==> config.mk <==
export PLATFORM = sky130hd
export DESIGN_NAME = orb_wr_arbiter
export DESIGN_NICKNAME = d
export VERILOG_FILES = /design/src/rtl/orb_pkg.sv /design/src/rtl/orb_wr_slot.sv /design/src/rtl/orb_wr_arbiter.sv
export SDC_FILE = /design/constraint.sdc
export NUM_CORES = 1
export LEC_CHECK = 0
export BUFFER_PORTS_ARGS = -buffer_cell sky130_fd_sc_hd__buf_2
export CAP_MARGIN = 20
export CORE_ASPECT_RATIO = 0.9
export CORE_UTILIZATION = 53
export CTS_CLUSTER_DIAMETER = 80
export CTS_CLUSTER_SIZE = 14
export DETAILED_ROUTE_END_ITERATION = 6
export GPL_ROUTABILITY_DRIVEN = 0
export PLACE_DENSITY = 0.76
export SYNTH_ARGS = -nofsm -noshare
export SYNTH_HDL_FRONTEND = slang
export SYNTH_HIERARCHICAL = 1
export SYNTH_SLANG_ARGS = --single-unit
==> constraint.sdc <==
create_clock -name clk -period 5.1 [get_ports clk]
set_input_delay 0.51 -clock clk [delete_from_list [all_inputs] [get_ports clk]]
set_output_delay 0.51 -clock clk [all_outputs]
set_load 0.05 [all_outputs]
==> src/rtl/orb_pkg.sv <==
// orb_pkg: orbit-RAM widths, write-slot entry type and the round-robin picker
// shared by orb_wr_arbiter and orb_wr_slot.
package orb_pkg;

   localparam int ORB_ADDR_W = 11;
   localparam int ORB_WORD_W = 12;

   typedef struct packed {
      logic [ORB_ADDR_W-1:0] addr;
      logic [ORB_WORD_W-1:0] data;
      logic                  bank;
   } orb_wr_t;

   localparam int ORB_ENTRY_W = $bits(orb_wr_t);

   // Returns {hit, index}: first valid bit at or after ptr, wrapping modulo n (n <= 8).
   function automatic logic [3:0] rr_pick(input logic [7:0] valid, input logic [2:0] ptr, input int n);
      logic [3:0] r;
      logic [2:0] idx;
      r = '0;
      for (int i = 7; i >= 0; i--) begin
         idx = 3'((int'(ptr) + i) % n);
         if (i < n && valid[idx]) r = {1'b1, idx};
      end
      return r;
   endfunction

endpackage

==> src/rtl/orb_wr_slot.sv <==
// orb_wr_slot: one-entry holding slot for a single producer's write strobe;
// the bank tag is latched from the reader select at capture time.
module orb_wr_slot
   import orb_pkg::*;
(
   input  logic                   clk,
   input  logic                   rst,
   input  logic                   cap_i,
   input  logic                   gnt_i,
   input  logic                   sw_i,
   input  logic [ORB_ADDR_W-1:0]  addr_i,
   input  logic [ORB_WORD_W-1:0]  data_i,
   output logic                   valid_o,
   output logic [ORB_ENTRY_W-1:0] entry_o,
   output logic                   drop_o
);

   logic    valid_q;
   orb_wr_t entry_q;
   logic    load;

   // A slot being drained this cycle can accept the new strobe.
   assign load    = cap_i & (~valid_q | gnt_i);
   assign drop_o  = cap_i & valid_q & ~gnt_i;
   assign valid_o = valid_q;
   assign entry_o = entry_q;

   always_ff @(posedge clk) begin
      if (rst) begin
         valid_q <= 1'b0;
         entry_q <= '0;
      end else if (load) begin
         valid_q <= 1'b1;
         entry_q <= '{addr: addr_i, data: data_i, bank: ~sw_i};
      end else if (gnt_i) begin
         valid_q <= 1'b0;
      end
   end

endmodule

==> src/rtl/orb_wr_arbiter.sv <==
// orb_wr_arbiter: round-robin sharing of the ping-pong orbit RAMs between N_REQ producers.
// Define ORB_WR_STATS_EN to add saturating per-requester drop counters (drop_cnt_o).
module orb_wr_arbiter
   import orb_pkg::*;
#(
   parameter int N_REQ  = 3,
   parameter int ADDR_W = ORB_ADDR_W,
   parameter int WORD_W = ORB_WORD_W
) (
   input  logic                    clk,
   input  logic                    rst,
   input  logic [N_REQ-1:0]        req_i,
   input  logic [N_REQ*ADDR_W-1:0] addr_i,
   input  logic [N_REQ*WORD_W-1:0] data_i,
   input  logic                    sw_i,
   input  logic                    ovf_clr_i,
   output logic                    wr_en0_o,
   output logic                    wr_en1_o,
   output logic [ADDR_W-1:0]       wr_addr_o,
   output logic [WORD_W-1:0]       wr_data_o,
   output logic                    busy_o,
   output logic [N_REQ-1:0]        ovf_o
`ifdef ORB_WR_STATS_EN
   ,
   output logic [N_REQ*8-1:0]      drop_cnt_o
`endif
);

   logic [N_REQ-1:0]       valid, gnt, drop, valid_d, ovf_q;
   logic [ORB_ENTRY_W-1:0] entry [N_REQ];
   logic [3:0]             pick;
   logic [2:0]             ptr_q, ptr_d;
   orb_wr_t                sel;
   logic                   en0_q, en1_q, busy_q;
   logic [ADDR_W-1:0]      addr_q;
   logic [WORD_W-1:0]      data_q;

   for (genvar k = 0; k < N_REQ; k++) begin : g_slot
      assign gnt[k] = pick[3] & (pick[2:0] == 3'(k));
      orb_wr_slot u_slot (
         .clk     (clk),
         .rst     (rst),
         .cap_i   (req_i[k]),
         .gnt_i   (gnt[k]),
         .sw_i    (sw_i),
         .addr_i  (addr_i[k*ADDR_W +: ADDR_W]),
         .data_i  (data_i[k*WORD_W +: WORD_W]),
         .valid_o (valid[k]),
         .entry_o (entry[k]),
         .drop_o  (drop[k])
      );
`ifdef ORB_WR_STATS_EN
      logic [7:0] cnt_q;
      // An increment on the clear cycle still counts the new drop.
      always_ff @(posedge clk) begin
         if (rst) cnt_q <= '0;
         else if (drop[k]) cnt_q <= (cnt_q == 8'hFF) ? 8'hFF : cnt_q + 8'd1;
         else if (ovf_clr_i) cnt_q <= '0;
      end
      assign drop_cnt_o[k*8 +: 8] = cnt_q;
`endif
   end

   always_comb begin
      pick = rr_pick(8'(valid), ptr_q, N_REQ);
      sel  = '0;
      for (int k = 0; k < N_REQ; k++)
         if (gnt[k]) sel = orb_wr_t'(entry[k]);
      ptr_d   = pick[3] ? ((pick[2:0] == 3'(N_REQ-1)) ? 3'd0 : pick[2:0] + 3'd1) : ptr_q;
      valid_d = req_i | (valid & ~gnt);
   end

   always_ff @(posedge clk) begin
      if (rst) begin
         ptr_q  <= '0;
         en0_q  <= 1'b0;
         en1_q  <= 1'b0;
         addr_q <= '0;
         data_q <= '0;
         busy_q <= 1'b0;
         ovf_q  <= '0;
      end else begin
         ptr_q  <= ptr_d;
         en0_q  <= pick[3] & ~sel.bank;
         en1_q  <= pick[3] & sel.bank;
         if (pick[3]) begin
            addr_q <= sel.addr;
            data_q <= sel.data;
         end
         busy_q <= |valid_d;
         ovf_q  <= (ovf_clr_i ? '0 : ovf_q) | drop;
      end
   end

   assign wr_en0_o  = en0_q;
   assign wr_en1_o  = en1_q;
   assign wr_addr_o = addr_q;
   assign wr_data_o = data_q;
   assign busy_o    = busy_q;
   assign ovf_o     = ovf_q;

endmodule

==> impl_results.md <==
* Outcome: completed
* CTS tree: done
* Crit-path max FO at 19
* Combinational family with the most area after synthesis: compound AO/OA/AOI/OAI gates
* Power Total at 4.128 mW
* Post-Syn Area at 6077 µm²
* Fin. Hold Viols at 0
* Post-detail-place hpwl at 10250 µm
* Global-route wire length before repair at 24030 µm
* Buffer depth of the longest clock path at 2
* CTS resizes at 0
* Count of final max-slew check failures at 0
* Via density at 5.752
* Ys async rst share at 0
* Via count at 4941
* Mux share of post-synthesis cell area at 0.04880
* CP max-delay cell: or3_1
* Final min period at 4897 ps
* CP dominant cell by count: ha_1
* Die W at 114.9 µm
* CP endpoint kind: register
* Drt total wl at 14740 µm
* Leakage at 2.741 nW
* CTS Hold Bufs at 0
* Post-Place Cell Area at 6564 µm²
* Post-synthesis simple-gate area fraction at 0.1375
* Row count at 36
* Hold WS at 421.0 ps
* Initial antenna violation count at 0
* Core ar. at 10990 µm²
* Post-route clock period utilization at 0.9602
* Post-CTS Setup Inserts at 0
* Sequential element share of the synthesized area at 0.3525
* Ys flop type: dfxtp_1
* CP Class: register to register
* Clock Latency Late Sink at 340 ps
* CTS Buf Count at 9
* Ant. Diodes at 0
* Clk root buf: clkbuf_16
* Xor/xnor share of the synthesized area at 0.008647
* Slew HR at 0.4228
* Max Cap Violations at 0
* Adder-cell share of the synthesized area at 0.03500
* Nature of the critical path startpoint: register
* Netlist cell types at 60
* Pwr/cell area at 599.2 nW/µm²
* Chip height at 103.6 µm
* Clock Sinks at 107
* Worst Path Required at 5320 ps
* Clock-pin slew on the worst setup and hold paths at 70 ps
* Nets@finish at 796
* Vias in the first global route at 4712
* Critical path buffers and inverters at 2
* CP delay by family, top: simple AND/OR/NAND/NOR gates
* Per-cell routed wire length at 17.16 µm
* Yosys reg bits at 107
* H-tree depth at 3
* Area grow syn2layout at 13.36%
* Grt total ovfl at 0
* Post-route DRC at 0
* Detail Route Antenna Nets at 0
* Initial DRC count at 357
* Max stage delay on crit path at 460 ps
* RSZ-0062 raised after global routing: yes
* Design area at 6889 µm²
* Crit path DAT at 5120 ps
* Min-Delay Path Class: input pin to register
* Syn nets at 722
* Maximum clock rate at 204.2 MHz
* Final setup viols at 0
* Worst-Margin Slew at 865.9 ps
* Clk_skew at 7.327 ps
* Share of cells above drive strength 1 at 0.3423
* Peak supply drop at 304.1 µV
* Post-Syn Instances at 629
* Initial core utilization at 0.5529
* Synth Area in Compound Gates at 0.3313
* Synth warnings at 6
* I/O Pins at 105
* Die area at 11900 µm²
* Post-synth EDFFs at 0
* I/O Buffers at 104
* Largest net degree at the start of global routing at 60
* Worst-path cell chain: ha_1 -> and2_1 -> nor2_1 -> ha_1 -> ha_1 -> nor2_1 -> a211oi_2 -> ha_1 -> nand4b_1 -> or3_1 -> o22a_1 -> a311o_1 -> a21boi_4 -> buf_4 -> buf_4 -> mux2i_1 -> o221ai_2
* Syn Area/Cell at 9.661 µm²
* GRT Util Overall at 0.2556
* DR pass1 iterations at 4
==> kinds of logic after synthesis <==
family                     Yosys count
xor gates and xnor gates             6
DFF                                107
AOI/OAI and AO/OA                  212
adders and majority gates           17
buffers and inverters               95
and+or+nand+nor                    163
muxes                               29
==> layout by cell type, fill, tap and decap left out, drive strengths merged, types with 4 or more instances in the layout <==
cell type	instances
o21ai	5
buf	118
a31oi	4
a21bo	69
or3	4
o221ai	23
nand2	36
nor3	6
nand2b	9
dfxtp	107
nor2	14
and3	4
xnor2	5
inv	38
a311oi	4
ha	17
a21oi	84
mux2i	27
clkbuf	13
nand3	74
==> worst reg2reg max path: stages, from the launching register on <==
cell,delay [ps]
dfxtp_1,350
ha_1,340
and2_1,360
nor2_1,90
ha_1,210
ha_1,270
nor2_1,170
a211oi_2,100
ha_1,220
nand4b_1,310
or3_1,460
o22a_1,230
a311o_1,370
a21boi_4,140
buf_4,290
buf_4,310
mux2i_1,420
o221ai_2,130
==> per-stage QoR <==
step | cells | utilization | setup TNS (ps) | worst slack, ps
after floorplan | 629 | - | 0 | 571.3
after global placement | 842 | 0.5972 | 0 | 417.4
after detailed placement | 842 | 0.5972 | 0 | 235.5
after CTS | 857 | 0.6241 | 0 | 208.0
after global routing | 859 | 0.6268 | -130.6 | -32.73
final | 859 | 0.6268 | 0 | 202.8
==> power by group <==
part           internal (mW)  total [mW]  switching (mW)
clock network          0.405       0.700           0.296
registers               1.03        1.15           0.125
logic                  0.830        2.27            1.44
total                   2.26        4.13            1.86
==> routing by layer <==
metal  part of all wire  up-vias  global-route usage
li1                   -     2415                   -
met1               0.47     2350              0.3746
met2               0.44      158              0.3774
met3              0.066       18             0.05032
met4              0.016        0             0.07236
met5                  0        -                   0
==> worst paths after layout <==
| kind | slack (ps) | startpoint | depth (start not counted) | end |
|---|---|---|---|---|
| worst max register to register | 200 | ptr_q[2]$_SDFFE_PP0P_ | 17 | wr_data_o[4]$_SDFFE_PP0P_ |
| worst min-delay path | 420 | addr_i[22] | 3 | g_slot[2].u_slot/entry_o[13]$_SDFFE_PP0P_ |
| worst max-delay path | 200 | ptr_q[2]$_SDFFE_PP0P_ | 17 | wr_data_o[4]$_SDFFE_PP0P_ |
| worst min register to register | 470 | wr_addr_o[6]$_SDFFE_PP0P_ | 2 | wr_addr_o[6]$_SDFFE_PP0P_ |
==> final cells by class <==
cell class	count	area [µm²]
Inverter	38	142.6
Fill cell	927	4101
Clock inverter	2	35.03
Sequential cell	107	2143
Timing Repair Buffer	118	665.6
Clock buffer	13	260.3
Multi-Input combinational cell	429	3452
Tap cell	152	190.2
==> Yosys cell counts (2+ instances only) <==
library cell / count / area, µm²
o21ai_0: 5 / 25.02
dfxtp_1: 107 / 2142
nor2b_1: 3 / 18.77
buf_2: 23 / 115.1
nor3_1: 6 / 30.03
o221ai_2: 20 / 300.3
a21bo_1: 69 / 690.7
mux2i_1: 27 / 270.3
o31ai_1: 2 / 15.01
a31oi_1: 4 / 25.02
and3_1: 3 / 18.77
nand3b_1: 2 / 15.01
o221ai_1: 3 / 26.28
ha_1: 17 / 212.7
a311oi_1: 4 / 35.03
xnor2_1: 5 / 43.79
a21oi_1: 15 / 75.07
or2_2: 3 / 18.77
clkbuf_1: 10 / 37.54
buf_4: 6 / 45.04
inv_1: 38 / 142.6
nand2b_4: 3 / 41.29
buf_6: 15 / 168.9
nor3b_1: 2 / 15.01
nand2b_1: 4 / 25.02
or3_1: 4 / 25.02
a21boi_0: 2 / 15.01
nor4_1: 2 / 12.51
a21oi_2: 69 / 604.3
nor2_1: 14 / 52.55
nand2_1: 36 / 135.1
a41oi_1: 2 / 17.52
nand3_1: 74 / 370.4
o211ai_1: 2 / 15.01
clkbuf_2: 3 / 15.01
==> registers in the layout, indices dropped and copies added, names as in the netlist <==
register               cells
wr_data_o                 12
wr_addr_o                 11
g_slot.u_slot/entry_o     72
wr_en1_o                   1
wr_en0_o                   1
busy_o                     1
g_slot.u_slot/valid_o      3
ptr_q                      3
ovf_o                      3
(Power assumes the default switching activity.)
